===== src/rtl/dac8_pkg.sv =====
// Shared constants and FSM state type for the 8-channel DAC sample arbiter.
// Imported by the arbiter top and its pair-buffer sub-module.
package dac8_pkg;

    localparam int num_links = 4;
    localparam int num_chans = 8;

    typedef enum logic {
        FILL = 1'b0,
        EMIT = 1'b1
    } state_t;

endpackage


===== src/rtl/sample_pair_buffer.sv =====
// Two-entry (left, right) FIFO holding one receiver's stereo pair.
// Ports: clk, reset, flush, wr_en/wr_data in, rd_en pop, head_data/next_data
// peek at oldest and second-oldest entry, full/empty status.
module sample_pair_buffer
    import dac8_pkg::*;
#(
    parameter int sample_width = 24
) (
    input  logic                    clk,
    input  logic                    reset,
    input  logic                    flush,
    input  logic                    wr_en,
    input  logic [sample_width-1:0] wr_data,
    input  logic                    rd_en,
    output logic [sample_width-1:0] head_data,
    output logic [sample_width-1:0] next_data,
    output logic                    full,
    output logic                    empty
);

    logic [sample_width-1:0] mem_q [2];
    logic [sample_width-1:0] mem_d [2];
    logic                    wr_ptr_q, wr_ptr_d;
    logic                    rd_ptr_q, rd_ptr_d;
    logic [1:0]              count_q, count_d;
    logic                    do_wr;
    logic                    do_rd;

    assign full      = (count_q == 2'd2);
    assign empty     = (count_q == 2'd0);
    assign head_data = mem_q[rd_ptr_q];
    assign next_data = mem_q[~rd_ptr_q];

    // Flush has priority: a word arriving on the flush cycle is discarded.
    assign do_wr = wr_en && !full && !flush;
    assign do_rd = rd_en && !empty && !flush;

    always_comb begin
        mem_d    = mem_q;
        wr_ptr_d = wr_ptr_q;
        rd_ptr_d = rd_ptr_q;
        count_d  = count_q;
        if (flush) begin
            wr_ptr_d = 1'b0;
            rd_ptr_d = 1'b0;
            count_d  = 2'd0;
        end else begin
            if (do_wr) begin
                mem_d[wr_ptr_q] = wr_data;
                wr_ptr_d        = ~wr_ptr_q;
            end
            if (do_rd) begin
                rd_ptr_d = ~rd_ptr_q;
            end
            count_d = count_q + {1'b0, do_wr} - {1'b0, do_rd};
        end
    end

    always_ff @(posedge clk or posedge reset) begin
        if (reset) begin
            mem_q[0] <= '0;
            mem_q[1] <= '0;
            wr_ptr_q <= 1'b0;
            rd_ptr_q <= 1'b0;
            count_q  <= 2'd0;
        end else begin
            mem_q    <= mem_d;
            wr_ptr_q <= wr_ptr_d;
            rd_ptr_q <= rd_ptr_d;
            count_q  <= count_d;
        end
    end

endmodule


===== src/rtl/dac8_sample_arbiter.sv =====
// Merges four stereo receiver links into one 8-channel frame stream.
// Ports: clk, reset, in_enable/in_data/in_ready per link, out_enable/out_ready/
// out_data/out_chan/out_sof merged stream, overrun, resync_count, clear_status.
module dac8_sample_arbiter
    import dac8_pkg::*;
#(
    parameter int sample_width   = 24,
    parameter int timeout_cycles = 4096
) (
    input  logic                                    clk,
    input  logic                                    reset,
    input  logic [num_links-1:0]                    in_enable,
    input  logic [num_links-1:0][sample_width-1:0]  in_data,
    output logic [num_links-1:0]                    in_ready,
    output logic                                    out_enable,
    input  logic                                    out_ready,
    output logic [sample_width-1:0]                 out_data,
    output logic [2:0]                              out_chan,
    output logic                                    out_sof,
    output logic [num_links-1:0]                    overrun,
    output logic [7:0]                              resync_count,
    input  logic                                    clear_status
);

    localparam int tw = $clog2(timeout_cycles + 1);

    state_t                  state_q, state_d;
    logic                    out_enable_q, out_enable_d;
    logic [sample_width-1:0] out_data_q, out_data_d;
    logic [2:0]              out_chan_q, out_chan_d;
    logic [num_links-1:0]    overrun_q, overrun_d;
    logic [7:0]              resync_q, resync_d;
    logic [tw-1:0]           timer_q, timer_d;

    logic [sample_width-1:0] head [num_links];
    logic [sample_width-1:0] nxt  [num_links];
    logic [num_links-1:0]    full;
    logic [num_links-1:0]    empty;
    logic [num_links-1:0]    pop;
    logic                    flush;
    logic [1:0]              link;
    logic [1:0]              link_next;
    logic                    all_full;
    logic                    any_word;
    logic [num_links-1:0]    ovr_evt;
    logic [7:0]              resync_base;

    for (genvar i = 0; i < num_links; i++) begin : g_buf
        sample_pair_buffer #(
            .sample_width(sample_width)
        ) u_buf (
            .clk       (clk),
            .reset     (reset),
            .flush     (flush),
            .wr_en     (in_enable[i]),
            .wr_data   (in_data[i]),
            .rd_en     (pop[i]),
            .head_data (head[i]),
            .next_data (nxt[i]),
            .full      (full[i]),
            .empty     (empty[i])
        );
    end

    assign in_ready  = ~full;
    assign all_full  = &full;
    assign any_word  = |(~empty);
    assign ovr_evt   = in_enable & ~in_ready;
    assign link      = out_chan_q[2:1];
    assign link_next = link + 2'd1;

    always_comb begin
        state_d      = state_q;
        out_enable_d = out_enable_q;
        out_data_d   = out_data_q;
        out_chan_d   = out_chan_q;
        timer_d      = '0;
        flush        = 1'b0;
        pop          = '0;

        unique case (state_q)
            FILL: begin
                if (timer_q >= tw'(timeout_cycles)) begin
                    flush = 1'b1;
                end else if (all_full) begin
                    state_d = EMIT;
                end else if (any_word) begin
                    timer_d = timer_q + 1'b1;
                end
            end
            EMIT: begin
                if (!out_enable_q) begin
                    out_enable_d = 1'b1;
                    out_data_d   = head[0];
                    out_chan_d   = 3'd0;
                end else if (out_ready) begin
                    pop[link] = 1'b1;
                    if (out_chan_q == 3'(num_chans - 1)) begin
                        out_enable_d = 1'b0;
                        out_chan_d   = 3'd0;
                        state_d      = FILL;
                    end else begin
                        out_chan_d = out_chan_q + 3'd1;
                        // Left just went out: right of same link is the
                        // second entry; after a right, next link's head.
                        out_data_d = out_chan_q[0] ? head[link_next]
                                                   : nxt[link];
                    end
                end
            end
            default: state_d = FILL;
        endcase

        // Clear applies to old state only; same-cycle events survive it.
        overrun_d   = (clear_status ? '0 : overrun_q) | ovr_evt;
        resync_base = clear_status ? 8'd0 : resync_q;
        resync_d    = resync_base;
        if (flush && resync_base != 8'hff) begin
            resync_d = resync_base + 8'd1;
        end
    end

    always_ff @(posedge clk or posedge reset) begin
        if (reset) begin
            state_q      <= FILL;
            out_enable_q <= 1'b0;
            out_data_q   <= '0;
            out_chan_q   <= 3'd0;
            overrun_q    <= '0;
            resync_q     <= 8'd0;
            timer_q      <= '0;
        end else begin
            state_q      <= state_d;
            out_enable_q <= out_enable_d;
            out_data_q   <= out_data_d;
            out_chan_q   <= out_chan_d;
            overrun_q    <= overrun_d;
            resync_q     <= resync_d;
            timer_q      <= timer_d;
        end
    end

    assign out_enable   = out_enable_q;
    assign out_data     = out_data_q;
    assign out_chan     = out_chan_q;
    assign out_sof      = out_enable_q && (out_chan_q == 3'd0);
    assign overrun      = overrun_q;
    assign resync_count = resync_q;

endmodule


===== config.mk =====
export PLATFORM = sky130hd
export DESIGN_NAME = dac8_sample_arbiter
export DESIGN_NICKNAME = d
export VERILOG_FILES = /design/src/rtl/dac8_pkg.sv /design/src/rtl/sample_pair_buffer.sv /design/src/rtl/dac8_sample_arbiter.sv
export SDC_FILE = /design/constraint.sdc
export NUM_CORES = 1
export LEC_CHECK = 0
export CAP_MARGIN = 40
export CORE_AREA = 2 2 160 162
export CTS_BUF_LIST = sky130_fd_sc_hd__clkbuf_16
export CTS_CLUSTER_DIAMETER = 40
export DETAILED_ROUTE_END_ITERATION = 8
export DIE_AREA = 0 0 162 164
export PLACE_DENSITY = 0.89
export SYNTH_ARGS = -nofsm -noshare
export SYNTH_HDL_FRONTEND = slang
export SYNTH_SLANG_ARGS = --single-unit

===== constraint.sdc =====
create_clock -name clk -period 10.4 [get_ports clk]
set_input_delay 2.08 -clock clk [delete_from_list [all_inputs] [get_ports clk]]
set_output_delay 2.08 -clock clk [all_outputs]
set_load 0.005 [all_outputs]

Word-level counts from Yosys, hierarchy flattened

Cells that the tools add are included.

Add/subtract/negate cells: 12
Magnitude comparators: 21
Equal/unequal tests: 8
Muxes and demuxes: 89
Bitwise gates (word level): 29
Reduce and logical (&&, ||, !) cells: 53

Operators with widths:

| operator                                                                     | count |
|---|---|
| 24-bit 2-to-1 mux                                                            | 36 |
| 48-bit bitwise mux                                                           | 4 |
| 24-bit binary-select mux with 2-bit select                                   | 2 |
| 24-bit demux with 1-bit select                                               | 4 |
| 13-bit 2-to-1 mux                                                            | 4 |
| 2-bit greater-or-equal comparator, second input constant                     | 12 |
| 1-bit 2-to-1 mux                                                             | 24 |
| 1-bit NOT with 2-bit output                                                  | 12 |
| 1-bit logical AND                                                            | 23 |
| 4-bit 2-to-1 mux                                                             | 4 |
| 8-bit 2-to-1 mux                                                             | 2 |
| 2-bit nonzero test                                                           | 8 |
| 13-bit by 1-bit adder with 13-bit output, second input constant              | 1 |
| 13-bit greater-or-equal comparator, second input constant                    | 1 |
| 4-bit NOT                                                                    | 3 |
| 1-bit NOT                                                                    | 10 |
| 2-bit AND reduction                                                          | 5 |
| 1-bit zero test                                                              | 9 |
| 3-bit 2-to-1 mux                                                             | 3 |
| 2-bit by 1-bit adder with 2-bit output                                       | 4 |
| 8-bit by 1-bit adder with 8-bit output, second input constant                | 1 |
| 2-bit == test, second input constant                                         | 4 |
| 2-bit zero test                                                              | 4 |
| 2-bit by 1-bit less-than comparator with 1-bit output, second input constant | 4 |
| 19 further kinds                                                             | 28 |

Register bits: 262
Output and inout port bits: 45
Logic and storage cells: 239

Depth between registers and ports, before layout

Depth after elaboration: 12
Gate-level depth with buffers: 12
Mapped depth without buffers: 10

Cells and area by module

A second synthesis with hierarchy kept.

Cells, all modules: 1131
Area, all modules: 14934.3 µm²

By module, submodules not included:

| module              | instances | cells each | area an instance (µm²) | seq. area each (µm²) |
|---|---|---|---|---|
| sample_pair_buffer  | 4         | 180        | 2697.6                 | 1301.2 |
| dac8_sample_arbiter | 1         | 411        | 4144.0                 | 1351.3 |

Worst setup path after synthesis

Ideal clock, no wire load.

Path kind: input -> register
Start: input port clear_status
End: register resync_q[1] (netlist: resync_count[1])
Data arrival time: 3351 ps
Data required time: 10275 ps
Slack: 6925 ps
Cell stages on the path: 6
Buffers on the path: 1
Cell sequence: nor2b_1 -> ha_1 -> inv_1 -> o31ai_1 -> buf_2 -> mux2_2

Longest elaborated chain between the ends: 4
Elaborated cells on any way between the ends: 5
Those cells by class: add/sub (1); eq/ne (1); mux (2); reduce/logical (1)

RTL lines:

| what                                                                           | RTL line                   | text |
|---|---|---|
| start: declaration                                                             | dac8_sample_arbiter.sv:22  | `input logic clear_status` |
| 8-bit 2-to-1 mux *                                                             | dac8_sample_arbiter.sv:116 | `resync_base = clear_status ? 8'd0 : resync_q;` |
| branches (longest 2 deep; another with 8-bit by 1-bit adder with 8-bit output) | n/a                        |  |
| 8-bit 2-to-1 mux *                                                             | dac8_sample_arbiter.sv:118 | `if (flush && resync_base != 8'hff) begin` |
| via resync_d[1]                                                                | dac8_sample_arbiter.sv:32  | `logic [7:0] resync_q, resync_d;` |
| end signal: assignment                                                         | dac8_sample_arbiter.sv:138 | `resync_q <= resync_d;` |
| end: declaration                                                               | dac8_sample_arbiter.sv:32  |  |

Mark *: on every way through the listed nets, which the timed path passes.
A chain may end at the register's enable or synchronous reset.

Worst setup path in the final report

Start: register out_chan_q[1] (netlist: out_chan[1])
End: output port out_sof

Longest elaborated chain between the ends: 2

RTL lines:

| what                     | RTL line                   | text |
|---|---|---|
| start: declaration       | dac8_sample_arbiter.sv:30  | `logic [2:0] out_chan_q, out_chan_d;` |
| start signal: assignment | dac8_sample_arbiter.sv:136 | `out_chan_q <= out_chan_d;` |
| 3-bit zero test          | dac8_sample_arbiter.sv:146 | `assign out_sof = out_enable_q && (out_chan_q == 3'd0);` |
| 1-bit logical AND        | dac8_sample_arbiter.sv:146 |  |
| end: declaration         | dac8_sample_arbiter.sv:19  | `output logic out_sof,` |

Every way passes these cells.

==> results by group <==
Run status
  – Outcome: completed

Route
  – DRC Markers: 0
  – Remaining antenna violation count after routing: 0
  – Drt via density: 6.291
  – Via Count: 10,580
  – WL/cell: approximately 23 um
  – Final wirelength: about 39,000 um
  – 1st-pass router iterations: 6
  – Drt initial violations: 1,074

Die
  – Row Count: 58
  – Die width: 162 um
  – Die Y-Extent: 164 um
  – Initial core utilization: 55.98%
  – Num ports: 149
  – Core area: between 0.02 and 0.025 sq mm
  – Die area: roughly 0.027 sq mm

Final layout
  – Sequential cell area: about 0.0066 sq mm
  – Share of layout cells above drive strength 1: 23.22%
  – Core occupancy in the finished layout: 68.20%
  – Most frequent cells in the layout: 258 x dfrtp_1, 217 x mux2_2, 196 x mux2i_1
  – Layout overhead on the synthesized area: 21.82%
  – Nets@finish: 1,448
  – Fillers: 1,715
  – Commonest non-fill, non-tap cell in the layout: dfrtp_1
  – Area of the multi-input gates: 0.006889 sq mm
  – Final Non-Filler Cells: 1,682
  – Design Area, Final: ~0.017 sq mm
  – Antenna fix cells: 0

Place
  – Cell Area, Placed: 0.01570 sq mm
  – Placed insts: 1,619
  – Hpwl dp: 23,590 um
  – Final estimated routing congestion in global placement: 0.7993
  – Port Buffers: 148
  – Pre-CTS setup slack: ~5.8 ns

Timing
  – Worst setup margin: 6.124 ns
  – Worst slew margin: 38.01%
  – Post-layout min period: 4.276 ns
  – Worst Skew: 0.01762 ns
  – Worst-Margin Slew: 0.9298 ns
  – F_max: 0.2339 GHz
  – Endpoints failing setup: 0
  – Final period utilization: between 40 and 50%
  – Hold Vio Cnt, Final: 0
  – RSZ-0062 raised after global routing: false
  – Final setup TNS: 0 ns
  – Fin. max-slew vios: 0

Worst setup path
  – Worst EP required: 8.32 ns
  – Setup crit end kind: output pin
  – Crit path arrival time: roughly 2.2 ns
  – CP Launch Type: register
  – CP Max Fanout: 28
  – Crit Path Category: reg2out

Yosys
  – Post-synth EDFFs: 0
  – #FFs+latches synth: 262
  – Largest cells by area after synthesis: dfrtp_1 47%, mux2_2 18%, mux2i_1 14%
  – Cell area after synthesis: 0.01389 sq mm
  – Cells after synthesis: 1,194
  – Avg Cell Area, Syn: 11.64 sq um
  – Syn. warnings: 0
  – Sequential share of the synthesized area: 47.19%
  – Synth area leader: dfrtp_1
  – Top cell type's share of synthesized area: 47.19%
  – Library cells used by synthesis: 43
  – Ys async rst share: 100.0%
  – Top_reg_cell synth: dfrtp_1
  – Syn Nets: roughly 1,300

CTS
  – Resized cells post-CTS: 0
  – Root Buffer: clkbuf_16
  – CTS clk-pin slew, worst paths: 0.06 ns
  – Worst skew pair latency: just over 0.5 ns
  – Sink Count: between 200 and 300
  – Clock buffer depth: 3
  – Total CTS buffers: 35
  – CTS tree: built
  – # hold bufs at CTS: 0
  – Setup bufs post-CTS: 0
  – H-tree depth: 2

GRT
  – Global-route wire length before repair: 60,690 um
  – Vias in the first global route: ~11,000
  – Total gr overflow: 0
  – Initial antenna violation count: 0
  – Largest net degree at the start of global routing: 125
  – Tot GR Track Use: ~29%

Power and ir drop
  – LEAKAGE: approximately 0.0075 uW
  – Power per cell area: 344.5 mW/mm^2
  – VDD IR-drop max: 212.1 uV

Job
  – Max-cap violation count: 0

Min path
  – Hold Path Class: reg2reg
[final timing paths]
path                             start                  endpoint  slack (ns)  cells past startpoint
max                        out_chan[1]                   out_sof        6.12                      5
min                         timer_q[0]                timer_q[0]        0.50                      1
max reg2reg                    state_q  g_buf[2].u_buf.mem_q[47]        7.69                      6
min reg2reg                 timer_q[0]                timer_q[0]        0.50                      1
max in group asynchronous        reset  g_buf[0].u_buf.mem_q[40]        6.83                      3
min in group asynchronous        reset   g_buf[0].u_buf.mem_q[1]        2.13                      2
[state kept, by name, summed over array words and instances (netlist names)]
signal / count
g_buf.u_buf.mem_q: 192
out_data: 24
timer_q: 13
g_buf.u_buf.count_q: 8
resync_count: 8
g_buf.u_buf.rd_ptr_q: 4
g_buf.u_buf.wr_ptr_q: 4
overrun: 4
out_chan: 3
out_enable: 1
state_q: 1
[stage by stage]
stage | hold WS [ns] | total power [uW]
finish | 0.4953 | 5832
global route | 0.5175 | 6120
CTS | 0.4928 | 5803
detailed placement | 0.4713 | 4498
global placement | 0.4689 | 4336
floorplan | 0.4473 | 3686
[power by group]
part | switching [uW] | leakage (uW) | internal [uW]
registers | 433 | 0.00311 | 1520
clock network | 459 | 0.000613 | 798
logic | 1330 | 0.00377 | 1290
total | 2230 | 0.00750 | 3610
[Yosys cell counts, types with 2 or more instances]
master and number:
o21ai_0 32, o31ai_1 3, nand3b_1 2, buf_4 5, clkinv_1 2, a21oi_1 4
mux2_2 217, nor2_1 30, a211oi_1 25, mux2i_1 196, a22o_1 2, or3_1 3
inv_1 22, nand2_1 90, nor4_1 2, ha_1 18, nor2b_1 3, buf_1 3
clkbuf_1 33, o21ai_1 2, o22ai_1 28, and2_1 5, nor3_2 3, a31oi_1 24
nand3_1 56, and3_1 10, buf_6 3, buf_2 37, xor2_1 14, o211ai_1 24
nand2b_1 8, dfrtp_1 262, or4_1 2, nand4_1 5, xnor2_1 11
[cells by family (layout without fill, tap and decap cells)]
group                    Yosys count  in the layout  share of synthesized area, %
XOR/XNOR                          25             25                         1.576
flip-flops                       262            262                         47.19
AND/OR/NAND/NOR                  226            226                         7.744
AO/OA/AOI/OAI                    145            145                         6.700
multiplexers                     413            413                         31.71
adder cells (fa/ha/maj)           18             18                         1.621
buffers and inverters            105            263                         3.467
[critical path, stage by stage (launching register included)]
cell and delay, ns:
dfrtp_1 0.38, clkinv_1 0.05, buf_4 0.38, ha_1 0.22, and3_1 0.15, clkdlybuf4s50_1 0.51
[metal layers]
metal	GRT usage, %	routed length (um)
met5	0	0
met4	12.11	1440
met3	5.758	3226
met2	48.61	18600
met1	38.42	15690
[final cells by class]
class / count / share of cell area [%]
flip-flops and latches: 262 / 38.76
clock inverters: 26 / 1.759
well taps: 330 / 2.439
multi-input cells: 827 / 40.70
clock buffers: 37 / 5.470
repair buffers: 176 / 10.29
inverters: 24 / 0.5766
(Power assumes the default switching activity.)
==> RTL change 1 (config.mk and constraints unchanged) <==
Register the output `resync_count` once more; this adds one clock of latency there. The other outputs are not delayed to match.
--- a/src/rtl/dac8_sample_arbiter.sv
+++ b/src/rtl/dac8_sample_arbiter.sv
@@ -147,3 +147,5 @@
     assign overrun      = overrun_q;
-    assign resync_count = resync_q;
+    always_ff @(posedge clk) begin
+        resync_count <= resync_q;
+    end
 
Function: no difference found for any inputs over 4 cycles, from zero or initial values and one cycle with reset high; that may be too few to reach the edited logic, so the function may still have changed.
==> RTL change 1 against the unedited design <==
  * Die area is the same
  * Power decreased by 1.1%
  * Wire length down 0.63%
  * Global-route usage is 0.14 points lower
  * Design area up 0.47%
  * Sequential cell count increased by 8
  * Non-clock buffer count fell by 1
  * Synthesized area up 1.4%
  * Highest routed layer unchanged
  * Worst setup slack improved by 0.17 ns
==> RTL change 1: results (changes against the unedited design) <==
- Post-synthesis mux area share: 31.26% (-0.44 points)
- Vias in the first global route: 11020 (-0.12%)
- Fraction of area in multi-input gates: 40.55% (-0.15 points)
- Sequential power: 1.96 mW
- First drt pass iteration count: 5 (-1)
- Placed cell area: 15860 um2 (+1.0%)
- Initial antenna violation count: 1 (+1)
- Number of setup buffers added after CTS: 0 (unchanged)
- Placed Cells: 1626 (+0.43%)
- Sequential fraction of the synthesis area: 47.66% (+0.47 points)
- Vias post-DR: 10690 (+1.0%)
- Met1 WL: 15.34 mm (-2.3%)
- Final clock-cell share: 6.710% (-0.52 points)
- Leak: 7.515 nW (+0.21%)
- Fillers: 1735 (+1.2%)
- Buffers, non-clock: 175 (-0.57%)
- Final wirelength: 38.71 mm (-0.63%)
- WL/cell: 22.89 um (-1.2%)
- Largest net degree at the start of global routing: 124 (-0.80%)
- Signal buf overhead: 10.20% (-0.092 points)
- Total Routing Usage GR: 29.33% (-0.14 points)
- Post-Synthesis Cells: 1202 (+0.67%)
- Outcome: finished, final reports clean
- Final nets: 1456 (+0.55%)
- Worst Path Arrival: 2.02 ns (-0.18 ns)
- Worst-Margin Slew: 0.8960 ns (-0.03381 ns)
- Internal Power: 3.543 mW (-1.8%)
- Met1 Use GR: 37.43% (-1.0 points)
- Worst Hold Margin: 0.3768 ns (-0.1185 ns)
- CP Max Fanout: 8 (-71%)
- Clock skew: 0.02154 ns (+0.003915 ns)
- Syn Nets: 1324 (+0.61%)
- Post-detail-place hpwl: 23.93 mm (+1.4%)
- Met3 usage in global routing: 5.631% (-0.13 points)
- Antenna diodes: 1 (+1)
- Peak supply drop: 0.2318 mV (+9.3%)
- Adder-Cell Fraction of Synth Area: 1.598% (-0.023 points)
- Reg clk slew, reported paths: 0.06 ns (about the same)
- Layout sequential cell count: 270 (+3.1%)
- CTS Buf Count: 36 (+2.9%)
- Post-synthesis compound-gate area fraction: 6.606% (-0.094 points)
- Fraction of area in registers: 39.53% (+0.76 points)
- Async SR Flop Fraction: 97.04% (-3.0 points)
- Placer congestion estimate: 0.8196 (+2.5%)
- First-pass GRT wire length: 60.51 mm (-0.29%)
- DRT iter0 DRCs: 803 (-25%)
- Yosys cell types: 45 (+4.7%)
- DR WL met3: 3.133 mm (-2.9%)
- Met2 WL: 18.72 mm (+0.66%)
- Fraction of synthesized cell area in xor and xnor cells: 1.554% (-0.022 points)
- Pre-CTS WS: 5.864 ns (+0.03443 ns)
- Synth top area cells: dfrtp_1, mux2_2, mux2i_1
- Seq pwr share: 33.9% (+0.4 points)
- Crit-path slowest cell: dfrtp_1
- Layout cells sized above 1: 23.38% (+0.16 points)
- Layout Utilization: 68.52% (+0.32 points)
## RTL change 1: cell types whose count changed after synthesis, moves of 2 or more
cell | unedited run | this run
o21ai_0 | 32 | 34
clkbuf_1 | 33 | 31
o21ai_1 | 2 | 0
dfxtp_1 | 0 | 8
buf_4 | 5 | 17
buf_2 | 37 | 26
## RTL change 1: worst paths after layout
kind	startpoint	endpoint	slack, ns	cells past startpoint
max in group asynchronous	reset	g_buf[3].u_buf.rd_ptr_q	6.85	3
setup reg to reg	state_q	g_buf[0].u_buf.mem_q[21]	7.79	6
min in group asynchronous	reset	resync_q[1]	2.18	2
hold reg to reg	resync_q[0]	resync_count[0]	0.38	0
setup / recovery	out_chan[0]	out_sof	6.30	4
hold / removal	resync_q[0]	resync_count[0]	0.38	0
==> RTL change 2 (same flow settings) <==
Made on the original files. Change the package constant `num_links` from 4 to 8.
--- a/src/rtl/dac8_pkg.sv
+++ b/src/rtl/dac8_pkg.sv
@@ -4,3 +4,3 @@
 
-    localparam int num_links = 4;
+    localparam int num_links = 8;
     localparam int num_chans = 8;
Interface: changed (resized in_data, in_enable, in_ready and overrun); port bits go from 149 to 257. No check against the original RTL was run, so the function may have changed too.
==> RTL change 2 against the unedited design <==
  * Design area grew 4.6%
  * Synthesized cell count rose by 5.2%
  * Combinational power is 6% higher
  * Wire length is 0.22% higher
  * Sequential cell count rose by 12
  * Sequential share of layout area about the same
  * Power is 4.0% higher
  * Utilization rose by 3.1 points
  * Worst setup slack worse by 0.025 ns
  * Synthesized area increased by 5.8%
==> RTL change 2: results (changes against the unedited design) <==
- Outcome: finished, final reports clean
- Final nets: 1623 (+12%)
- Clock skew: 0.01346 ns (-0.004163 ns)
- First-pass GRT wire length: 61.40 mm (+1.2%)
- First drt pass iteration count: 5 (-1)
- R2R depth: 7 (+1)
- R2R Path End: out_data[23]
- Via density: 6.251 (-0.64%)
- Peak supply drop: 0.2155 mV (+1.6%)
- Worst Hold Margin: 0.5085 ns (+0.01321 ns)
- Leak: 7.669 nW (+2.3%)
- Total Routing Usage GR: 29.59% (+0.13 points)
- Fraction of area in registers: 38.75% (about the same)
- Gate power share: 45.6% (+0.6 points)
- Layout cells sized above 1: 22.15% (-1.1 points)
- Fillers: 1729 (+0.82%)
- Placer congestion estimate: 0.8858 (+11%)
- Vias post-DR: 10980 (+3.7%)
- Port bufs: 160 (+8.1%)
- Sequential fraction of the synthesis area: 46.66% (-0.53 points)
- Placed cell area: 16520 um2 (+5.2%)
- Synth Register Bits: 274 (+4.6%)
- Post-detail-place hpwl: 25.50 mm (+8.1%)
- CP Max Fanout: 10 (-64%)
- Largest net degree at the start of global routing: 114 (-8.8%)
- CTS Buf Count: 36 (+2.9%)
- Worst R2R Start: out_chan[1]
- Placed Cells: 1689 (+4.3%)
- Syn Nets: 1482 (+13%)
- Relative slew slack: 37.91% (-0.10 points)
- Internal Power: 3.726 mW (+3.3%)
- Synth cell count leaders: dfrtp_1, mux2_2, mux2i_1
- Synth top area cells: dfrtp_1, mux2_2, mux2i_1
- Vias in the first global route: 11530 (+4.5%)
- Post-Synthesis Cells: 1256 (+5.2%)
- Buffers, non-clock: 186 (+5.7%)
- Syn_area_per_cell: 11.70 um2 (+0.54%)
- Final clock-cell share: 6.636% (-0.59 points)
-- RTL change 2: cell types whose count changed after synthesis, moves of 12 or more --
cell,before,now
mux2_4,0,20
buf_2,37,22
buf_4,5,18
dfrtp_1,262,274
mux2_2,217,195
-- RTL change 2: how the worst max path moves through the flow --
stage / from / end / slack (ns)
floorplan: reset / g_buf[0].u_buf.count_q[0] / 0.77
global placement: clear_status / resync_count[7] / 5.85
detailed placement: clear_status / resync_count[7] / 5.68
CTS: out_chan[1] / out_sof / 6.13
global route: clear_status / resync_count[7] / 5.99
finish: out_chan[1] / out_sof / 6.10
-- RTL change 2: kinds of logic (layout without fill, tap and decap cells) --
| kind of cell | count (synthesis) | in the layout | share of synthesized area, % |
|---|---|---|---|
| fa+ha+maj | 22 | 22 | 1.873 |
| mux | 410 | 410 | 30.29 |
| compound gates | 147 | 147 | 6.420 |
| simple gates | 255 | 255 | 8.625 |
| flops | 274 | 274 | 46.66 |
| other cells | 0 | 4 | 0 |
| xor+xnor | 32 | 32 | 1.907 |
| buf+inv | 116 | 282 | 4.223 |
-- RTL change 2: power groups by stage --
stage	combinational [mW]	sequential, mW	clock, mW
4_1_cts	2.75	2.06	1.23
5_1_grt	2.96	2.14	1.28
3_3_place_gp	2.56	2.01	0
2_1_floorplan	2.06	1.89	0
3_5_place_dp	2.70	2.07	0
6_report	2.77	2.08	1.23
-- RTL change 2: worst max-delay path, stage by stage (launching register included) --
cell and delay (ns):
dfrtp_1 0.52, inv_1 0.23, ha_1 0.18, and3_1 0.23, clkdlybuf4s50_1 0.54
-- RTL change 2: per-layer routing --
layer,up-vias,track usage [%],routed length [um]
met3,118,4.773,2641
met5,-,0,0
met2,454,51.39,19570
met4,0,13.03,1799
li1,4839,-,-
met1,5565,36.69,15030
